<file path="src/rtl/alu_pkg.sv">
// alu_pkg: shared op codes, result record and saturation limit helper for the accumulating ALU
package alu_pkg;
   typedef enum logic [1:0] {OP_ADD, OP_SUB, OP_ACC, OP_CLR} op_t;
   typedef struct packed {
      logic [31:0] value;
      logic        nA;
      logic        nB;
      logic        nR;
      logic        zero;
      logic        over;
   } result_t;
   // Signed max (neg=0) or min (neg=1) for a width, sign-extended to 32 bits
   function automatic logic [31:0] sat_limit(input int width, input logic neg);
      logic [31:0] m;
      m = 32'h7fff_ffff >> (32 - width);
      return neg ? ~m : m;
   endfunction
endpackage

</file>
<file path="src/rtl/alu_core.sv">
// alu_core: combinational add/sub/accumulate/clear with overflow detection and optional saturation
module alu_core import alu_pkg::*; #(
   parameter int WIDTH    = 6,
   parameter bit SATURATE = 1'b0
) (
   input  op_t              op,
   input  logic [WIDTH-1:0] A,
   input  logic [WIDTH-1:0] B,
   input  logic [WIDTH-1:0] acc,
   output result_t          res
);
   logic [WIDTH-1:0] s, fin;
   logic [WIDTH:0]   sum;
   logic             sub, clr, ovf;
   always_comb begin
      sub = op == OP_SUB;
      clr = op == OP_CLR;
      s   = op == OP_ACC ? acc : B;
      sum = sub ? {A[WIDTH-1], A} - {s[WIDTH-1], s} : {A[WIDTH-1], A} + {s[WIDTH-1], s};
      // sign-extended operands overflow exactly when the two top bits disagree
      ovf = !clr && sum[WIDTH] != sum[WIDTH-1];
      fin = clr ? '0 : (ovf && SATURATE) ? WIDTH'(sat_limit(WIDTH, A[WIDTH-1])) : sum[WIDTH-1:0];
      res = '{value: 32'(fin), nA: !clr && A[WIDTH-1], nB: !clr && s[WIDTH-1],
              nR: fin[WIDTH-1], zero: fin == '0, over: ovf};
   end
endmodule

</file>
<file path="src/rtl/alu_accum.sv">
// alu_accum: registered ALU with accumulator, sticky overflow and a single-entry valid/ready output
module alu_accum import alu_pkg::*; #(
   parameter int WIDTH    = 6,
   parameter bit SATURATE = 1'b0
) (
   input  logic             clk,
   input  logic             rst_n,
   input  logic             in_valid,
   output logic             in_ready,
   input  logic [1:0]       op,
   input  logic [WIDTH-1:0] A,
   input  logic [WIDTH-1:0] B,
   output logic             out_valid,
   input  logic             out_ready,
   output logic [WIDTH-1:0] result,
   output logic             nA_flag,
   output logic             nB_flag,
   output logic             nR_flag,
   output logic             zero_flag,
   output logic             over_flag,
   output logic             over_sticky
);
   typedef enum logic {EMPTY, FULL} state_t;
   state_t           state_q, state_d;
   logic [WIDTH-1:0] acc_q;
   result_t          res;
   logic             xfer;
   op_t              op_e;
   assign op_e = op_t'(op);
   alu_core #(.WIDTH(WIDTH), .SATURATE(SATURATE)) u_core (
      .op(op_e), .A(A), .B(B), .acc(acc_q), .res(res)
   );
   always_comb begin
      in_ready = state_q == EMPTY || out_ready;
      xfer     = in_valid && in_ready;
      state_d  = xfer ? FULL : out_ready ? EMPTY : state_q;
   end
   assign out_valid = state_q == FULL;
   always_ff @(posedge clk or negedge rst_n) begin
      if (!rst_n) begin
         state_q     <= EMPTY;
         acc_q       <= '0;
         result      <= '0;
         nA_flag     <= 1'b0;
         nB_flag     <= 1'b0;
         nR_flag     <= 1'b0;
         zero_flag   <= 1'b0;
         over_flag   <= 1'b0;
         over_sticky <= 1'b0;
      end else begin
         state_q <= state_d;
         if (xfer) begin
            result      <= res.value[WIDTH-1:0];
            nA_flag     <= res.nA;
            nB_flag     <= res.nB;
            nR_flag     <= res.nR;
            zero_flag   <= res.zero;
            over_flag   <= res.over;
            over_sticky <= op_e != OP_CLR && (over_sticky || res.over);
            if (op_e == OP_ACC || op_e == OP_CLR) acc_q <= res.value[WIDTH-1:0];
         end
      end
   end
endmodule

</file>
<file path="config.mk">
export PLATFORM = sky130hd
export DESIGN_NAME = alu_accum
export DESIGN_NICKNAME = d
export VERILOG_FILES = /design/src/rtl/alu_pkg.sv /design/src/rtl/alu_core.sv /design/src/rtl/alu_accum.sv
export SDC_FILE = /design/constraint.sdc
export NUM_CORES = 1
export LEC_CHECK = 0
export BUFFER_PORTS_ARGS = -buffer_cell sky130_fd_sc_hd__buf_2
export CORE_ASPECT_RATIO = 0.6
export CORE_MARGIN = 2
export CORE_UTILIZATION = 53
export DETAILED_ROUTE_END_ITERATION = 12
export GPL_TIMING_DRIVEN = 0
export PLACE_DENSITY_LB_ADDON = 0.12
export SYNTH_ARGS = -nofsm -noshare
export SYNTH_HDL_FRONTEND = slang
export SYNTH_SLANG_ARGS = --single-unit
</file>
<file path="constraint.sdc">
create_clock -name clk -period 3.7 [get_ports clk]
set_input_delay 0.185 -clock clk [delete_from_list [all_inputs] [get_ports clk]]
set_output_delay 0.185 -clock clk [all_outputs]
set_load 0.01 [all_outputs]
</file>
After elaboration in Yosys (flattened, before gate mapping)
Index checks and enable logic that the tools add are counted.

Register bits: 19. Input bits: 18.

$add $sub $neg: 2. Eq/ne operators: 5. Multiplexer cells: 5. Bitwise gates (word level): 1. Reductions and logical operators: 12.

Operators with widths (count): $mux 6 (2); $add 6x6->7 (1); $mux 7 (1); $sub 6x6->7 (1); $logic_not 6->1 (1); $logic_and 1x1->1 (5); $eq 2x2->1 const B (2); $logic_or 1x1->1 (3); $eq 2x1->1 const B (1); $mux 1 (2); $ne 2x2->1 const B (1); $reduce_and 2->1 (1); $reduce_bool 2->1 (1); $logic_not 1->1 (1); $ne 1x1->1 (1); $not 1->1 (1).

Depth between registers and ports, before layout
Word-level depth: 8. Depth in mapped cells: 17.

Hierarchy
From an unflattened synthesis, not the netlist that was laid out.

Cells, all modules: 181. Area total of the unflattened synthesis: 1722.9 µm².

By module, submodules not included: alu_core (times used 1, cells an instance 137, area an instance 963.4 µm², seq. area each 0.0 µm²); alu_accum (times used 1, cells an instance 44, area an instance 759.5 µm², seq. area each 475.5 µm²).

Worst setup path before layout
No wires, ideal clock.

Kind: input to register. Start: input op[0]. End: register over_flag. Setup time: 93 ps. Data arrival time: 3174 ps. Data required time: 3607 ps. Setup slack: 434 ps. Cell stages on the path: 13. Buffers on the path: 1. Cell sequence: buf_4 > inv_1 > or4_1 > o211ai_1 > mux2_2 > o21ai_0 > nor2_1 > ha_1 > inv_1 > or4_4 > nand3_2 > xnor3_1 > o31ai_2.

Cells in the longest elaborated chain, start to end: 6.

Ends and longest elaborated chain: start: declaration (RTL line alu_accum.sv:10) `input logic [1:0] op,`; $eq 2x2->1 (RTL line alu_core.sv:18) `s = op == OP_ACC ? acc : B;`; $mux 6 (RTL line alu_core.sv:18); $add 6x6->7 / $sub 6x6->7 (equally long branches) (RTL line alu_core.sv:19) `sum = sub ? {A[WIDTH-1], A} - {s[WIDTH-1], s} : {A[WIDTH-1], A} + {s[WIDTH-1], s};`; $mux 7 (RTL line alu_core.sv:19); $ne 1x1->1 (RTL line alu_core.sv:21) `ovf = !clr && sum[WIDTH] != sum[WIDTH-1];`; $logic_and 1x1->1 (*) (RTL line alu_core.sv:21); end signal: assignment (RTL line alu_accum.sv:58) `over_flag <= res.over;`; end: declaration (RTL line alu_accum.sv:20) `output logic over_flag,`.

Every way passes the cells marked *; elsewhere a longest branch is shown, timed or not. A chain may end at the register's enable or synchronous reset.

Worst setup path after layout
Ends and elaborated chain as after synthesis.

==> results.py <==
metrics = {
    "global_route": {
        "busiest_layer": "met1",
        "grt_use_total_pct": 23.1,
        "use_met1_pct": 34.0,
        "grt_first_pass_wirelength_mm": 5.46,
        "grt_max_degree": 19,
        "met2_usage_pct": 33.8,
        "grt_overflow_total": 0,
        "first_global_vias": 1166,
        "antenna_found_initial": 0,
        "grt_use_met3_pct": 6.05,
    },
    "setup_path": {
        "max_stage_delay_ps": 530,
        "path_common_cell": "inv_1",
        "worstReg2RegEnd": "over_flag",
        "r2r-start": "acc_q[1]",
        "start_kind": "primary input",
        "worst-path-max-fanout": 10,
        "worstPathRequired_ps": 3860,
        "path_class": "primary input to register",
        "path_cells": "buf_2 -> buf_4 -> inv_1 -> or4_1 -> o211ai_1 -> mux2_2 -> o21ai_0 -> nor2_1 -> ha_1 -> inv_1 -> or4_4 -> nand3_2 -> xnor3_1 -> o31ai_2",
        "r2r_slack_ps": 270,
        "end_kind": "register",
        "critical-path-top-delay-family": "simple AND/OR/NAND/NOR gates",
        "path_buf_inv": 4,
        "cp_data_arrival_time_ps": 3680,
        "critPathSlowestCell": "or4_1",
        "r2r_cells": 12,
    },
    "floorplan": {
        "die_x_um": 70.3,
        "design.portCount": 32,
        "core_area_um2": 2500,
        "die-height_um": 43.8,
        "design.die.area_um2": 3080,
        "start_util_pct": 55.8,
        "num_rows": 14,
    },
    "synthesis": {
        "syn-mean-instance-area_um2": 8.73,
        "netlist.area_leader.share_pct": 32.2,
        "ys_seq_area_share_pct": 32.2,
        "synth_fa_ha_area_share_pct": 8.42,
        "ys_seq_elements": 18,
        "synth_cells": 160,
        "synth_simple_gate_area_share_pct": 21.1,
        "synth_xor_area_share_pct": 3.49,
        "syn_nets": 186,
        "synth_area_leaders": "dfrtp_1, nand2_1, ha_1, mux2_2, mux2i_1",
        "synth_cell_types": 39,
        "netlist_area_um2": 1400,
        "yosysMostFrequentCell": "nand2_1",
        "synth_compound_area_share_pct": 19.7,
        "synthFlopType": "dfrtp_1",
        "synthTopCellsByCount": "nand2_1, dfrtp_1, nor2_1",
        "synth.mux.area_fraction_pct": 10.2,
        "synth-edff-count": 0,
        "async_flop_share_pct": 100,
        "synth_top_family_by_area": "simple AND/OR/NAND/NOR gates",
        "synth_warnings": 0,
        "synth_top_cell_by_area": "dfrtp_1",
    },
    "placement": {
        "placed_cell_area_um2": 1590,
        "dp.cells": 223,
        "pre_cts_ws_ps": -43.9,
        "hpwlAfterDp_mm": 2.59,
        "place_congestion": 0.860,
        "io_buffers": 31,
    },
    "clocking": {
        "cts_tree": "built",
        "h-tree-depth": 1,
        "numCtsBuffers": 3,
        "clk_path_buf_depth": 2,
        "cts_root_buf": "clkbuf_8",
        "cts_sinks": 18,
        "clock_latency_ps": 250,
        "clk_pin_slew_ps": 70,
    },
    "pwr": {
        "power.density_nw_per_um2": 504,
        "intPower_uw": 517,
        "ir_drop_v": 0.000321,
        "p_leak_uw": 0.000803,
        "clkPwrFrac_pct": 16.3,
        "seq_power_share_pct": 35.9,
        "switching_share_pct": 37.6,
        "combPwrFrac_pct": 47.8,
        "p_switching_uw": 312,
    },
    "worst_hold_path": {
        "holdCritStartpoint": "in_valid",
        "hold_path_depth": 2,
        "hold_end": "out_valid",
        "hold_path.class": "primary input to register",
    },
    "timing": {
        "finalHoldViolCount": 0,
        "post-route-min-period_ps": 3520,
        "setup_ws_ps": 182,
        "tightestPinTransition_ps": 489,
        "fin_crit_sh_pct": 95.1,
        "setup_viol": 0,
        "whs_ps": 152,
        "fin_skew_ps": 4.27,
        "fmax_mhz": 284,
        "rsz0062_at_grt": "false",
        "relSlewSlack_pct": 67.4,
        "final_max_slew_viol_count": 0,
    },
    "cells_and_area": {
        "area_growth_pct": 17.6,
        "drive_gt1_share_pct": 24.6,
        "antenna_cells": 0,
        "fin_area_um2": 1640,
        "final_nets": 223,
        "instances_no_fill": 227,
    },
    "route": {
        "dr.pass1.iters": 4,
        "drt-total-wl_mm": 3.31,
        "dr_total_vias": 1308,
        "first_iter_violations": 97,
        "routedWlPerCell_um": 14.6,
        "drtAntennaViolNets": 0,
        "drcViolationCount": 0,
        "via_per_inst": 5.76,
    },
    "job": {
        "cap_violations": 0,
    },
    "outcome": {
        "status": "complete, no violations",
    },
}
## area by class of cell
cell class	instances	area, µm²
multi-input cells	127	880
fillers	222	861
flip-flops and latches	18	450
repair buffers	32	165
clock buffers	3	41.3
well taps	32	40.0
plain buffers	6	33.8
inverters	9	33.8
## cells in the final DEF, fill, tap and decap left out, types with 2 or more instances in the layout
cell,n
o211ai_1,2
a211oi_1,3
nor3_1,4
nor2b_1,4
o22a_1,2
nor2_1,13
xor2_1,2
o21a_1,2
dfrtp_1,18
nand2_1,24
nand4_1,2
clkbuf_1,3
ha_1,7
or4_1,2
mux2_2,6
o31a_1,2
o31ai_1,4
mux2i_1,6
a22o_1,2
a21oi_1,7
buf_2,31
buf_4,3
nand3_1,4
clkbuf_8,3
nand2b_1,3
inv_1,9
o21ai_0,12
## power groups by stage
stage | Clock [µW] | Combinational (µW) | Sequential, µW
finish | 135 | 396 | 298
global route | 147 | 437 | 306
CTS | 140 | 396 | 298
detailed placement | 0 | 393 | 302
global placement | 0 | 381 | 298
floorplan | 0 | 264 | 312
## metrics by stage
| step | util (%) | total power (µW) | setup TNS (ps) |
|---|---|---|---|
| floorplan | - | 576 | 0 |
| global placement | 63.6 | 679 | 0 |
| detailed placement | 63.6 | 695 | -45.9 |
| CTS | 65.6 | 834 | 0 |
| global route | 65.6 | 889 | 0 |
| finish | 65.6 | 829 | 0 |
## worst max-delay path by stage
stage,startpoint,end,slack (ps),depth (start not counted)
after floorplan,op[0],over_flag,430,13
after global placement,op[0],over_flag,50,14
after detailed placement,op[0],over_flag,-40,14
after CTS,op[0],over_flag,220,14
after global routing,op[0],over_flag,7,14
final,op[0],over_flag,180,14
## sequential cells by signal (all words and copies together) (netlist names)
name,count
nA_flag,1
nB_flag,1
over_sticky,1
result,6
over_flag,1
out_valid,1
acc_q,6
zero_flag,1
## metal layers
layer / routed length (µm) / vias to the layer above
met3: 205 / 4
met4: 36 / 0
met2: 1370 / 40
met1: 1700 / 614
li1: - / 650
met5: 0 / -
## cells by family (layout without fill, tap and decap cells)
group           count (synthesis)  count (layout)
compound gates                 41              41
xor+xnor                        4               4
fa+ha+maj                       9               9
buf+inv                        15              50
flops                          18              18
mux                            13              13
simple gates                   60              60
## timing repair
item / 4_1_cts / 5_1_grt
endpoints found under the hold margin: 18 / 0
resized for setup: 0 / 0
buffers inserted: 0 / 0
hold buffers: 1 / 0
No activity file was read; power rests on OpenSTA's default activity.
